File: config.mk
export PLATFORM = sky130hd
export DESIGN_NAME = matrix_operand_feeder
export DESIGN_NICKNAME = d
export VERILOG_FILES = /design/src/rtl/matrix_operand_feeder.sv
export SDC_FILE = /design/constraint.sdc
export NUM_CORES = 1
export LEC_CHECK = 0
export CORE_ASPECT_RATIO = 1.75
export CORE_MARGIN = 8
export CORE_UTILIZATION = 31
export CTS_BUF_LIST = sky130_fd_sc_hd__clkbuf_4 sky130_fd_sc_hd__clkbuf_8
export DETAILED_ROUTE_END_ITERATION = 7
export GPL_ROUTABILITY_DRIVEN = 0
export PLACE_DENSITY_LB_ADDON = 0.3
export REMOVE_ABC_BUFFERS = 1
export SETUP_SLACK_MARGIN = 0.02
export SLEW_MARGIN = 20
export SYNTH_ARGS = -nofsm -noshare
export SYNTH_HDL_FRONTEND = slang
export SYNTH_SLANG_ARGS = --single-unit
export TNS_END_PERCENT = 100
File: constraint.sdc
create_clock -name clk_i -period 4.2 [get_ports clk_i]
set_clock_uncertainty 0.2 [all_clocks]
set_input_delay 0.84 -clock clk_i [delete_from_list [all_inputs] [get_ports clk_i]]
set_output_delay 0.84 -clock clk_i [all_outputs]
set_load 0.1 [all_outputs]
File: src/rtl/matrix_operand_feeder.sv
// Operand buffer feeding matrix_mul: host loads A/B row-major into two banks,
// then a rising ren streams the selected bank one element per clock.
module matrix_operand_feeder #(
    parameter int DATA_W   = 16,
    parameter int MAX_SIZE = 6
) (
    input  logic              clk_i,
    input  logic              rst_i,
    input  logic [3:0]        sizes_i,
    input  logic              ld_valid_i,
    input  logic              ld_sel_i,
    input  logic [DATA_W-1:0] ld_data_i,
    output logic              ld_ready_o,
    output logic              a_loaded_o,
    output logic              b_loaded_o,
    input  logic              clear_i,
    input  logic              ren_i,
    input  logic              raddr_i,
    output logic [DATA_W-1:0] rdata_o,
    output logic              rvalid_o,
    output logic              busy_o
);
    localparam int DEPTH  = MAX_SIZE * MAX_SIZE;
    localparam int CNT_W  = $clog2(DEPTH + 1);
    localparam int ADDR_W = (DEPTH > 1) ? $clog2(DEPTH) : 1;

    typedef enum logic {IDLE, STREAM} state_e;

    state_e                   state_q, state_d;
    logic                     sel_q, sel_d;
    logic [CNT_W-1:0]         idx_q, idx_d;
    logic [DATA_W-1:0]        rdata_q, rdata_d;
    logic                     rvalid_q, rvalid_d;
    logic                     busy_q, busy_d;
    logic                     ren_q;
    logic [1:0][CNT_W-1:0]    cnt_q, cnt_d;
    logic [1:0]               loaded_q, loaded_d;
    logic [DATA_W-1:0]        bank_q [2][DEPTH];

    logic [3:0]               n_eff;
    logic [CNT_W-1:0]         nn;
    logic                     ld_fire;

    // Effective size is clamped, never latched: a size change takes effect immediately.
    assign n_eff = (sizes_i > 4'(MAX_SIZE)) ? 4'(MAX_SIZE) : sizes_i;
    assign nn    = CNT_W'(n_eff) * CNT_W'(n_eff);

    assign ld_ready_o = !busy_q && !rst_i && !loaded_q[ld_sel_i] && (nn != '0);
    assign ld_fire    = ld_valid_i && ld_ready_o && !clear_i;

    assign a_loaded_o = loaded_q[0];
    assign b_loaded_o = loaded_q[1];
    assign rdata_o    = rdata_q;
    assign rvalid_o   = rvalid_q;
    assign busy_o     = busy_q;

    // Storage is deliberately left out of reset; stale words remain readable.
    always_ff @(posedge clk_i) begin
        if (ld_fire)
            bank_q[ld_sel_i][cnt_q[ld_sel_i][ADDR_W-1:0]] <= ld_data_i;
    end

    always_comb begin
        cnt_d    = cnt_q;
        loaded_d = loaded_q;
        if (clear_i) begin
            cnt_d    = '0;
            loaded_d = '0;
        end else if (ld_fire) begin
            cnt_d[ld_sel_i] = cnt_q[ld_sel_i] + CNT_W'(1);
            if (cnt_d[ld_sel_i] >= nn)
                loaded_d[ld_sel_i] = 1'b1;
        end
    end

    always_comb begin
        state_d  = state_q;
        sel_d    = sel_q;
        idx_d    = idx_q;
        rdata_d  = rdata_q;
        rvalid_d = 1'b0;
        busy_d   = busy_q;
        case (state_q)
            IDLE: begin
                if (ren_i && !ren_q && (nn != '0)) begin
                    state_d = STREAM;
                    sel_d   = raddr_i;
                    idx_d   = '0;
                    busy_d  = 1'b1;
                end
            end
            STREAM: begin
                // One extra cycle after the last element lets busy fall with rvalid.
                if (idx_q < nn) begin
                    rdata_d  = bank_q[sel_q][idx_q[ADDR_W-1:0]];
                    rvalid_d = 1'b1;
                    idx_d    = idx_q + CNT_W'(1);
                end else begin
                    state_d = IDLE;
                    busy_d  = 1'b0;
                end
            end
            default: state_d = IDLE;
        endcase
    end

    always_ff @(posedge clk_i) begin
        if (rst_i) begin
            state_q  <= IDLE;
            sel_q    <= 1'b0;
            idx_q    <= '0;
            rdata_q  <= '0;
            rvalid_q <= 1'b0;
            busy_q   <= 1'b0;
            ren_q    <= 1'b0;
            cnt_q    <= '0;
            loaded_q <= '0;
        end else begin
            state_q  <= state_d;
            sel_q    <= sel_d;
            idx_q    <= idx_d;
            rdata_q  <= rdata_d;
            rvalid_q <= rvalid_d;
            busy_q   <= busy_d;
            ren_q    <= ren_i;
            cnt_q    <= cnt_d;
            loaded_q <= loaded_d;
        end
    end
endmodule

After elaboration in Yosys (flattened, before gate mapping)
Memory sizes are Yosys's and may differ from the RTL's. A register that Yosys moved wholly into a read port is not among the register bits.
Cells that the tools add are included.

cells by class
  $add $sub $neg = 2
  multiplexer cells = 30
  order comparisons = 8
  eq/ne operators = 3
  bitwise operators = 4
  multiply operators = 1
  reduce and logical (&&, ||, !) cells = 22

operators with widths
  kind                 count
  $mux 576             1
  $bmux 16 s6          1
  $demux 16 s6         1
  $mux 16              3
  $mux 6               7
  $ge 7x7->1 const B   2
  $not 6->7            2
  $add 6x1->6 const B  2
  $bwmux 12            1
  $pmux 6 s2           1
  $mux 1               10
  $reduce_and 2->1     5
  $logic_and 1x1->1    9
  $lt 7x1->1 const B   1
  $demux 6 s1          1
  $ge 6x6->1           1
  $lt 6x6->1           1
  $mul 4x4->6          1
  $reduce_bool 6->1    1
  $logic_not 1->1      5
  $gt 4x3->1 const B   1
  $mux 4               1
  $ne 2x2->1 const B   2
  $pmux 1 s2           2
  other kinds (7)      8

storage, ports and cells
  output and inout port bits = 21
  word-level logic and storage cells = 81
  bits of input ports = 27
  bits in writable memories = 1152
  memories kept = 1
  flip-flop bits (word level) = 41

memory list
  name    words  width  read ports  clocked after memory_dff  write ports  line  text
  bank_q  2      576    1           1                         1            38    logic [DATA_W-1:0] bank_q [2][DEPTH];

Depth between registers and ports, before layout
Gate-level depths: netlist of run 1.

  depth after elaboration = 9
  depth in mapped cells = 15
  mapped depth without buffers = 13

Worst setup path after synthesis of run 1
Ideal clock, no wire load.

  path type = input to register
  from = input port ld_sel_i
  to = memory bank_q[0][64] (netlist bit) (enable)
  setup slack = -1.280 ns
  arrival = 4.871 ns
  stages on the path = 5
  path through = buf_2 mux2_1 nor4_2 nand3b_1 nor3_1

on the way
  cells in the longest elaborated chain, start to end = 9
  elaborated cells between the ends (all ways) = 17
  those cells by class = order compare (2); mux (8); bitwise (1); reduce/logical (6)

RTL lines
  item                                        line  text
  start: declaration                          11    input logic ld_sel_i,
  $mux 1 (implied by the code) (2 in series)  48    assign ld_ready_o = !busy_q && !rst_i && !loaded_q[ld_sel_i] && (nn != '0);
  $logic_not 1->1                             48
  $logic_and 1x1->1 (2 in series)             48
  net ld_ready_o                              13    output logic ld_ready_o,
  $logic_and 1x1->1 (2 in series)             49    assign ld_fire = ld_valid_i && ld_ready_o && !clear_i;
  $mux 1                                      59    if (ld_fire)
  $mux 576 (implied by the code)              60    bank_q[ld_sel_i][cnt_q[ld_sel_i][ADDR_W-1:0]] <= ld_data_i;
  end: declaration                            38

The timed path passes the listed nets, and every way through them passes these cells. The select of a mux whose other input is x is not followed.

==> impl_metrics.json, run 1 <==
{
  "crit_path_class": "reg2reg",
  "unrepaired_setup_endpoints_after_global_routing": "false",
  "holdBufCountCts": 0,
  "dpl.hpwl_um": 77000,
  "hold_fails_final_rpt": 0,
  "netlist_instances": 2124,
  "finalWirelength_um": 120000,
  "startpoint_type": "flip-flop",
  "post-cts-setup-buffers": 0,
  "grt_start_max_net_pins": 59,
  "met2_usage_pct": 28.0,
  "final.setup.worst_slack_ns": 0.681,
  "io_buffers": 47,
  "post_cts.resized_instances": 0,
  "power.switching_uw": 5270,
  "seq_power_share_pct": 56.1,
  "final-setup-viol-count": 0,
  "tritoncts": "done",
  "floorplan.core_area_um2": 149000,
  "htreeDepth": 4,
  "status": "complete, no violations",
  "finish.net_count": 2427,
  "route.antenna.remaining_nets": 0,
  "floorplan.io_pins": 48,
  "chipHeight_um": 528,
  "number_of_standard_cell_rows_in_the_floorplan": 188,
  "yosys_register_bits": 1194,
  "finalCriticalPeriod_ns": 3.52,
  "antenna_violations_before_repair": 8,
  "post_synthesis_instance_area_um2": 46500,
  "gr-total-overflow": 0,
  "total_leakage_power_uw": 0.0164,
  "numClockSinks": 1194,
  "power.switching_fraction_pct": 22.5,
  "timing.hold.worst.class": "reg2reg",
  "worst_ep_required_time_ns": 4.66,
  "power_per_cell_area_nw_per_um2": 431,
  "crit_path_max_fanout": 22,
  "clockPowerShare_pct": 37.4,
  "dieWidth_um": 309,
  "vias_per_cell": 4.94,
  "comb_power_share_pct": 6.5,
  "postSynthAreaPerCell_um2": 21.9,
  "synth-edff-count": 1152,
  "globalRouteTotalUtil_pct": 14.6,
  "max_freq_mhz": 284,
  "gr-max-usage-layer": "met2",
  "routed_wire_length_per_instance_um": 26.5,
  "setup_total_negative_slack_ns": 0,
  "groute.layer.met1.usage_pct": 15.8,
  "detailroute.via_count": 22263,
  "crit_arrival_ns": 3.98,
  "grt_pass1_vias": 24149,
  "max_slew.worst_pin.slew_ns": 1.15,
  "use_met3_pct": 1.92,
  "timing.final.crit_share_pct": 83.8,
  "internal_power_uw": 18100,
  "filler_cell_count": 13641,
  "die_area_um2": 163000,
  "max-cap-violations": 0,
  "cts_root_buf": "sky130_fd_sc_hd__clkbuf_8",
  "asyncSetResetFlopFracSynth_pct": 0,
  "number_of_pins_exceeding_their_max_slew_limit_in_the_final_report": 0,
  "power_uw": 23400,
  "synth.yosys.seq_area_share_pct": 76.3,
  "synth_flop_cell": "sky130_fd_sc_hd__edfxtp_1",
  "cts-buffers-inserted": 156,
  "share_of_cells_above_drive_strength_1_pct": 32.4,
  "flow.area_growth_from_synthesis_pct": 16.8,
  "detailedRoute.firstPassIterationCount": 5,
  "relSlewSlack_pct": 23.6,
  "vdd_ir_drop_max_v": 0.000249,
  "max-clock-path-buffers": 3,
  "starting_density_pct": 31.1,
  "count_of_different_cell_masters_after_synthesis": 63,
  "holdWs_ns": 0.292,
  "end_kind": "flip-flop",
  "worst_skew_pair.late_latency_ns": 0.81,
  "place_ws_ns": 0.0136,
  "first_pass_grt_wire_length_um": 173000,
  "cts.reportedPaths.clkPinSlew_ns": 0.07,
  "synthesis_warning_total": 0,
  "initial_detailed_routing_violation_count": 1736,
  "fin_util_pct": 36.3,
  "drcViolationCount": 0
}
==> logic make-up after synthesis <==
family	after synthesis	synth area share, %
compound gates	133	1.84
fa+ha+maj	12	0.329
buf+inv	122	1.47
simple gates	261	2.55
other cells	1	0.00807
mux	390	17.3
xor+xnor	11	0.207
flops	1194	76.3
==> sequential cells by signal (all words and copies together), names as in the netlist, named ones only <==
| name | flops |
|---|---|
| bank_q | 1152 |
| rdata_o | 16 |
| cnt_q | 10 |
| idx_q | 6 |
| loaded_q | 2 |
| busy_o | 1 |
| ren_q | 1 |
| rvalid_o | 1 |
| sel_q | 1 |
| state_q | 1 |
==> power by group through the flow <==
| stage | Sequential, uW | Combinational (uW) | Clock, uW |
|---|---|---|---|
| 6_report | 13100 | 1530 | 8750 |
| 3_3_place_gp | 13400 | 1530 | 0 |
| 3_5_place_dp | 13400 | 1560 | 0 |
| 4_1_cts | 13100 | 1560 | 9000 |
| 2_1_floorplan | 13700 | 802 | 0 |
| 5_1_grt | 13100 | 1610 | 9410 |
==> cell usage in the layout (no fill, tap or decap), drive strengths merged, types with 12 or more instances in the layout <==
cell type / Yosys / layout
clkbuf: 34 / 208
dfxtp: 42 / 42
a21oi: 42 / 42
o21ai: 25 / 25
o21a: 16 / 16
nand2: 69 / 69
buf: 75 / 185
clkinv: 0 / 52
mux2i: 49 / 49
nand3: 20 / 20
edfxtp: 1152 / 1152
o22ai: 16 / 16
mux4: 331 / 331
clkdlybuf4s50: 0 / 30
nor2: 112 / 112
inv: 13 / 15
nor2b: 12 / 12
==> layer usage <==
metal | share of wire (%) | vias up | wire, um
met5 | 0.011 | - | 13
met4 | 4.1 | 2 | 4890
met3 | 3.6 | 207 | 4360
met2 | 56 | 562 | 67200
met1 | 36 | 12073 | 43000
li1 | - | 9419 | -
==> per-stage QoR <==
| step | area, um2 | instances |
|---|---|---|
| 6_report | 54300 | 4508 |
| 5_1_grt | 54300 | 4505 |
| 4_1_cts | 54300 | 4504 |
| 3_5_place_dp | 51100 | 4227 |
| 3_3_place_gp | 51100 | 4227 |
| 2_1_floorplan | 45800 | 2017 |
==> Yosys cell counts (8+ instances only) <==
library cell / n / share of area (%)
sky130_fd_sc_hd__a21oi_1: 41 / 0.44
sky130_fd_sc_hd__a22oi_1: 9 / 0.15
sky130_fd_sc_hd__buf_1: 13 / 0.11
sky130_fd_sc_hd__buf_2: 28 / 0.30
sky130_fd_sc_hd__buf_4: 17 / 0.27
sky130_fd_sc_hd__buf_6: 17 / 0.41
sky130_fd_sc_hd__clkbuf_1: 34 / 0.27
sky130_fd_sc_hd__dfxtp_1: 42 / 1.8
sky130_fd_sc_hd__edfxtp_1: 1152 / 74
sky130_fd_sc_hd__ha_1: 9 / 0.24
sky130_fd_sc_hd__inv_1: 12 / 0.097
sky130_fd_sc_hd__mux2_2: 9 / 0.22
sky130_fd_sc_hd__mux2i_1: 49 / 1.1
sky130_fd_sc_hd__mux4_2: 331 / 16
sky130_fd_sc_hd__nand2_1: 69 / 0.56
sky130_fd_sc_hd__nand3_1: 20 / 0.22
sky130_fd_sc_hd__nand3b_1: 8 / 0.13
sky130_fd_sc_hd__nor2_1: 112 / 0.90
sky130_fd_sc_hd__nor2b_1: 12 / 0.16
sky130_fd_sc_hd__o21a_1: 16 / 0.26
sky130_fd_sc_hd__o21ai_0: 10 / 0.11
sky130_fd_sc_hd__o21ai_1: 15 / 0.16
sky130_fd_sc_hd__o22ai_1: 16 / 0.22
==> worst max-delay path: stages, from the launching register on <==
cell                       delay (ns)
sky130_fd_sc_hd__dfxtp_4         0.61
sky130_fd_sc_hd__buf_12          0.28
sky130_fd_sc_hd__mux4_2          0.51
sky130_fd_sc_hd__mux2i_1         0.16
sky130_fd_sc_hd__nor2_1          0.10
sky130_fd_sc_hd__a21oi_1         0.68
sky130_fd_sc_hd__o21ai_1         0.16
sky130_fd_sc_hd__a221oi_1        0.47
sky130_fd_sc_hd__o22ai_1         0.17
==> path summary, 6_finish.rpt <==
check                   start     endpoint  slack (ns)  cells past startpoint
hold reg to reg   loaded_q[0]  loaded_q[0]        0.29                      2
setup / recovery    flip-flop   rdata_o[6]        0.68                      8
hold / removal    loaded_q[0]  loaded_q[0]        0.29                      2
setup reg to reg    flip-flop   rdata_o[6]        0.68                      8
==> final cells by class <==
cell class | count | area, um2 | area share [%]
Timing Repair Buffer | 215 | 2730 | 5.03
Antenna cell | 4 | 10.0 | 0.0184
Sequential cell | 1194 | 35400 | 65.3
Multi-Input combinational cell | 810 | 10400 | 19.2
Clock buffer | 208 | 2580 | 4.76
Tap cell | 1995 | 2500 | 4.60
Clock inverter | 69 | 538 | 0.991
Inverter | 13 | 48.8 | 0.0899
Note: power is estimated with default switching activity, not from simulation.
==> inputs of run 2 (changes only) <==
==> constraint.sdc (replaced) <==
create_clock -name clk_i -period 3.06 [get_ports clk_i]
set_clock_uncertainty 0.2 [all_clocks]
set_input_delay 0.612 -clock clk_i [delete_from_list [all_inputs] [get_ports clk_i]]
set_output_delay 0.612 -clock clk_i [all_outputs]
set_load 0.1 [all_outputs]
==> run 2 against run 1 <==
Maximum frequency grew 16%. Cell count is 2.4% higher. Combinational power rose by 50%. First-iteration DRC count fell by 11%. Utilization up 0.80 points. Via count increased by 1.6%. Critical path type unchanged. Largest cell class unchanged. Largest power group unchanged.
==> impl_metrics.json, run 2 (synthesis gave the netlist of run 1 again) <==
{
  "number_of_pins_exceeding_their_max_slew_limit_in_the_final_report": 0,
  "grt_start_max_net_pins": 73,
  "sequential_cell_area_um2": 35400,
  "finish.net_count": 2534,
  "end_kind": "flip-flop",
  "cp_top_family": "multiplexers",
  "place_ws_ns": -0.967,
  "timing.critical_path.slowest_stage_cell": "sky130_fd_sc_hd__mux4_2",
  "stdcell_area_um2": 55500,
  "dpl.hpwl_um": 79200,
  "floorplan.io_pins": 48,
  "die_area_um2": 163000,
  "finalWirelength_um": 122000,
  "fin_util_pct": 37.1,
  "timing.hold.worst.class": "in2reg",
  "vias_per_cell": 4.90,
  "initial_detailed_routing_violation_count": 1540,
  "drcViolationCount": 0,
  "final.setup.worst_slack_ns": 0.0270,
  "dieWidth_um": 309,
  "critical_path.cell_chain": "buf_12 -> buf_16 -> mux4_2 -> mux4_2 -> mux2_2 -> a221oi_2 -> buf_4 -> o22ai_1",
  "total_leakage_power_uw": 0.0171,
  "chipHeight_um": 528,
  "finalCriticalPeriod_ns": 3.03,
  "routed_wire_length_per_instance_um": 26.5,
  "tritoncts": "done",
  "crit_top_cell": "sky130_fd_sc_hd__mux4_2",
  "power_per_cell_area_nw_per_um2": 583,
  "gr-total-overflow": 0,
  "critical-path-max-stage-delay_ns": 0.57,
  "route.antenna.remaining_nets": 0,
  "timing.final.crit_share_pct": 99.1,
  "globalRouteTotalUtil_pct": 14.9,
  "max-cap-violations": 0,
  "max-clock-path-buffers": 3,
  "most_frequent_standard_cell_in_the_layout_excluding_fill_and_tap_cells": "sky130_fd_sc_hd__edfxtp_1",
  "worst_skew_pair.late_latency_ns": 0.81,
  "grt_pass1_vias": 24742,
  "flow.area_growth_from_synthesis_pct": 19.4,
  "mostFrequentLayoutCells": "sky130_fd_sc_hd__edfxtp_1 (1152), sky130_fd_sc_hd__mux4_2 (331), sky130_fd_sc_hd__buf_4 (183)",
  "share_of_cells_above_drive_strength_1_pct": 36.6,
  "htreeDepth": 4,
  "cts_root_buf": "sky130_fd_sc_hd__clkbuf_8",
  "relSlewSlack_pct": 38.4,
  "first_pass_grt_wire_length_um": 177000,
  "cts-buffers-inserted": 155,
  "numClockSinks": 1194,
  "vdd_ir_drop_max_v": 0.000278,
  "max_freq_mhz": 330,
  "final-setup-viol-count": 0,
  "worst_ep_required_time_ns": 3.54,
  "cts.reportedPaths.clkPinSlew_ns": 0.07,
  "io_buffers": 47,
  "hold_fails_final_rpt": 0,
  "crit_path_max_fanout": 21,
  "antenna_violations_before_repair": 3,
  "max_slew.worst_pin.slew_ns": 0.924,
  "crit_path_class": "reg2reg",
  "unrepaired_setup_endpoints_after_global_routing": "true",
  "detailroute.via_count": 22626,
  "starting_density_pct": 31.1,
  "startpoint_type": "flip-flop",
  "largest_register_ff_count": 1152,
  "cp.buffers_inverters": 3,
  "number_of_standard_cell_rows_in_the_floorplan": 188,
  "filler_cell_count": 13594,
  "floorplan.core_area_um2": 149000,
  "detailedRoute.firstPassIterationCount": 5,
  "multi_input_area_um2": 10500,
  "holdBufCountCts": 0,
  "status": "complete, no violations",
  "placed_cell_area_um2": 52100,
  "crit_arrival_ns": 3.51
}
run 2: cell count changes in the layout (fill, tap and decap cells not counted), moves of 4 or more:
cell,before,now
sky130_fd_sc_hd__a21oi_2,1,5
sky130_fd_sc_hd__buf_12,86,106
sky130_fd_sc_hd__buf_4,85,183
sky130_fd_sc_hd__a21oi_1,41,37
sky130_fd_sc_hd__clkinv_1,26,31
sky130_fd_sc_hd__dlymetal6s2s_1,0,4
sky130_fd_sc_hd__buf_6,0,5
sky130_fd_sc_hd__clkdlybuf4s50_1,30,6
run 2: routing by layer:
| layer | wire [um] | part of all wire (%) | up-vias | GRT usage (%) |
|---|---|---|---|---|
| met5 | 12 | 0.0098 | - | 0 |
| met4 | 4940 | 4.0 | 2 | 5.95 |
| met3 | 4280 | 3.5 | 212 | 1.93 |
| met2 | 70100 | 57 | 571 | 29.5 |
| met1 | 42700 | 35 | 12204 | 15.7 |
| li1 | - | - | 9637 | - |
run 2: timing repair:
item	CTS	global route
buffers inserted	0	6
hold endpoints to repair	0	0
gates resized for setup	15	23
setup endpoints to repair	21	24
pin swaps	1	2
run 2: final cells by class:
class,count,share of cell area (%)
repair buffers,323,6.87
clock inverters,72,1.04
well taps,1995,4.50
inverters,13,0.0880
clock buffers,204,4.59
multi-input cells,810,19.0
diodes,3,0.0135
flip-flops and latches,1194,63.9
run 2: where the power goes:
part           switching, uW  internal, uW  total (uW)
registers               42.9         17900       18000
logic                   1410           894        2300
clock network           5850          6200       12100
total                   7300         25000       32300
run 2: through the flow:
step | total power, uW | hold slack [ns] | cells | TNS (ns)
3_5_place_dp | 20700 | 0.278 | 4329 | -572.97
3_3_place_gp | 20600 | 0.263 | 4329 | -584.11
2_1_floorplan | 19900 | 0.246 | 2017 | -2668.44
4_1_cts | 32700 | 0.00963 | 4605 | 0
6_report | 32300 | 0.0911 | 4614 | 0
5_1_grt | 33300 | 0.0523 | 4612 | -0.0100
run 2: final timing paths:
check / slack (ns) / to / cells after the start / start
max: 0.03 / rdata_o[13] / 8 / flip-flop
min: 0.09 / bank_q[0][345] / 1 / ld_data_i[9]
max reg2reg: 0.03 / rdata_o[13] / 8 / flip-flop
min reg2reg: 0.28 / cnt_q[7] / 2 / cnt_q[7]
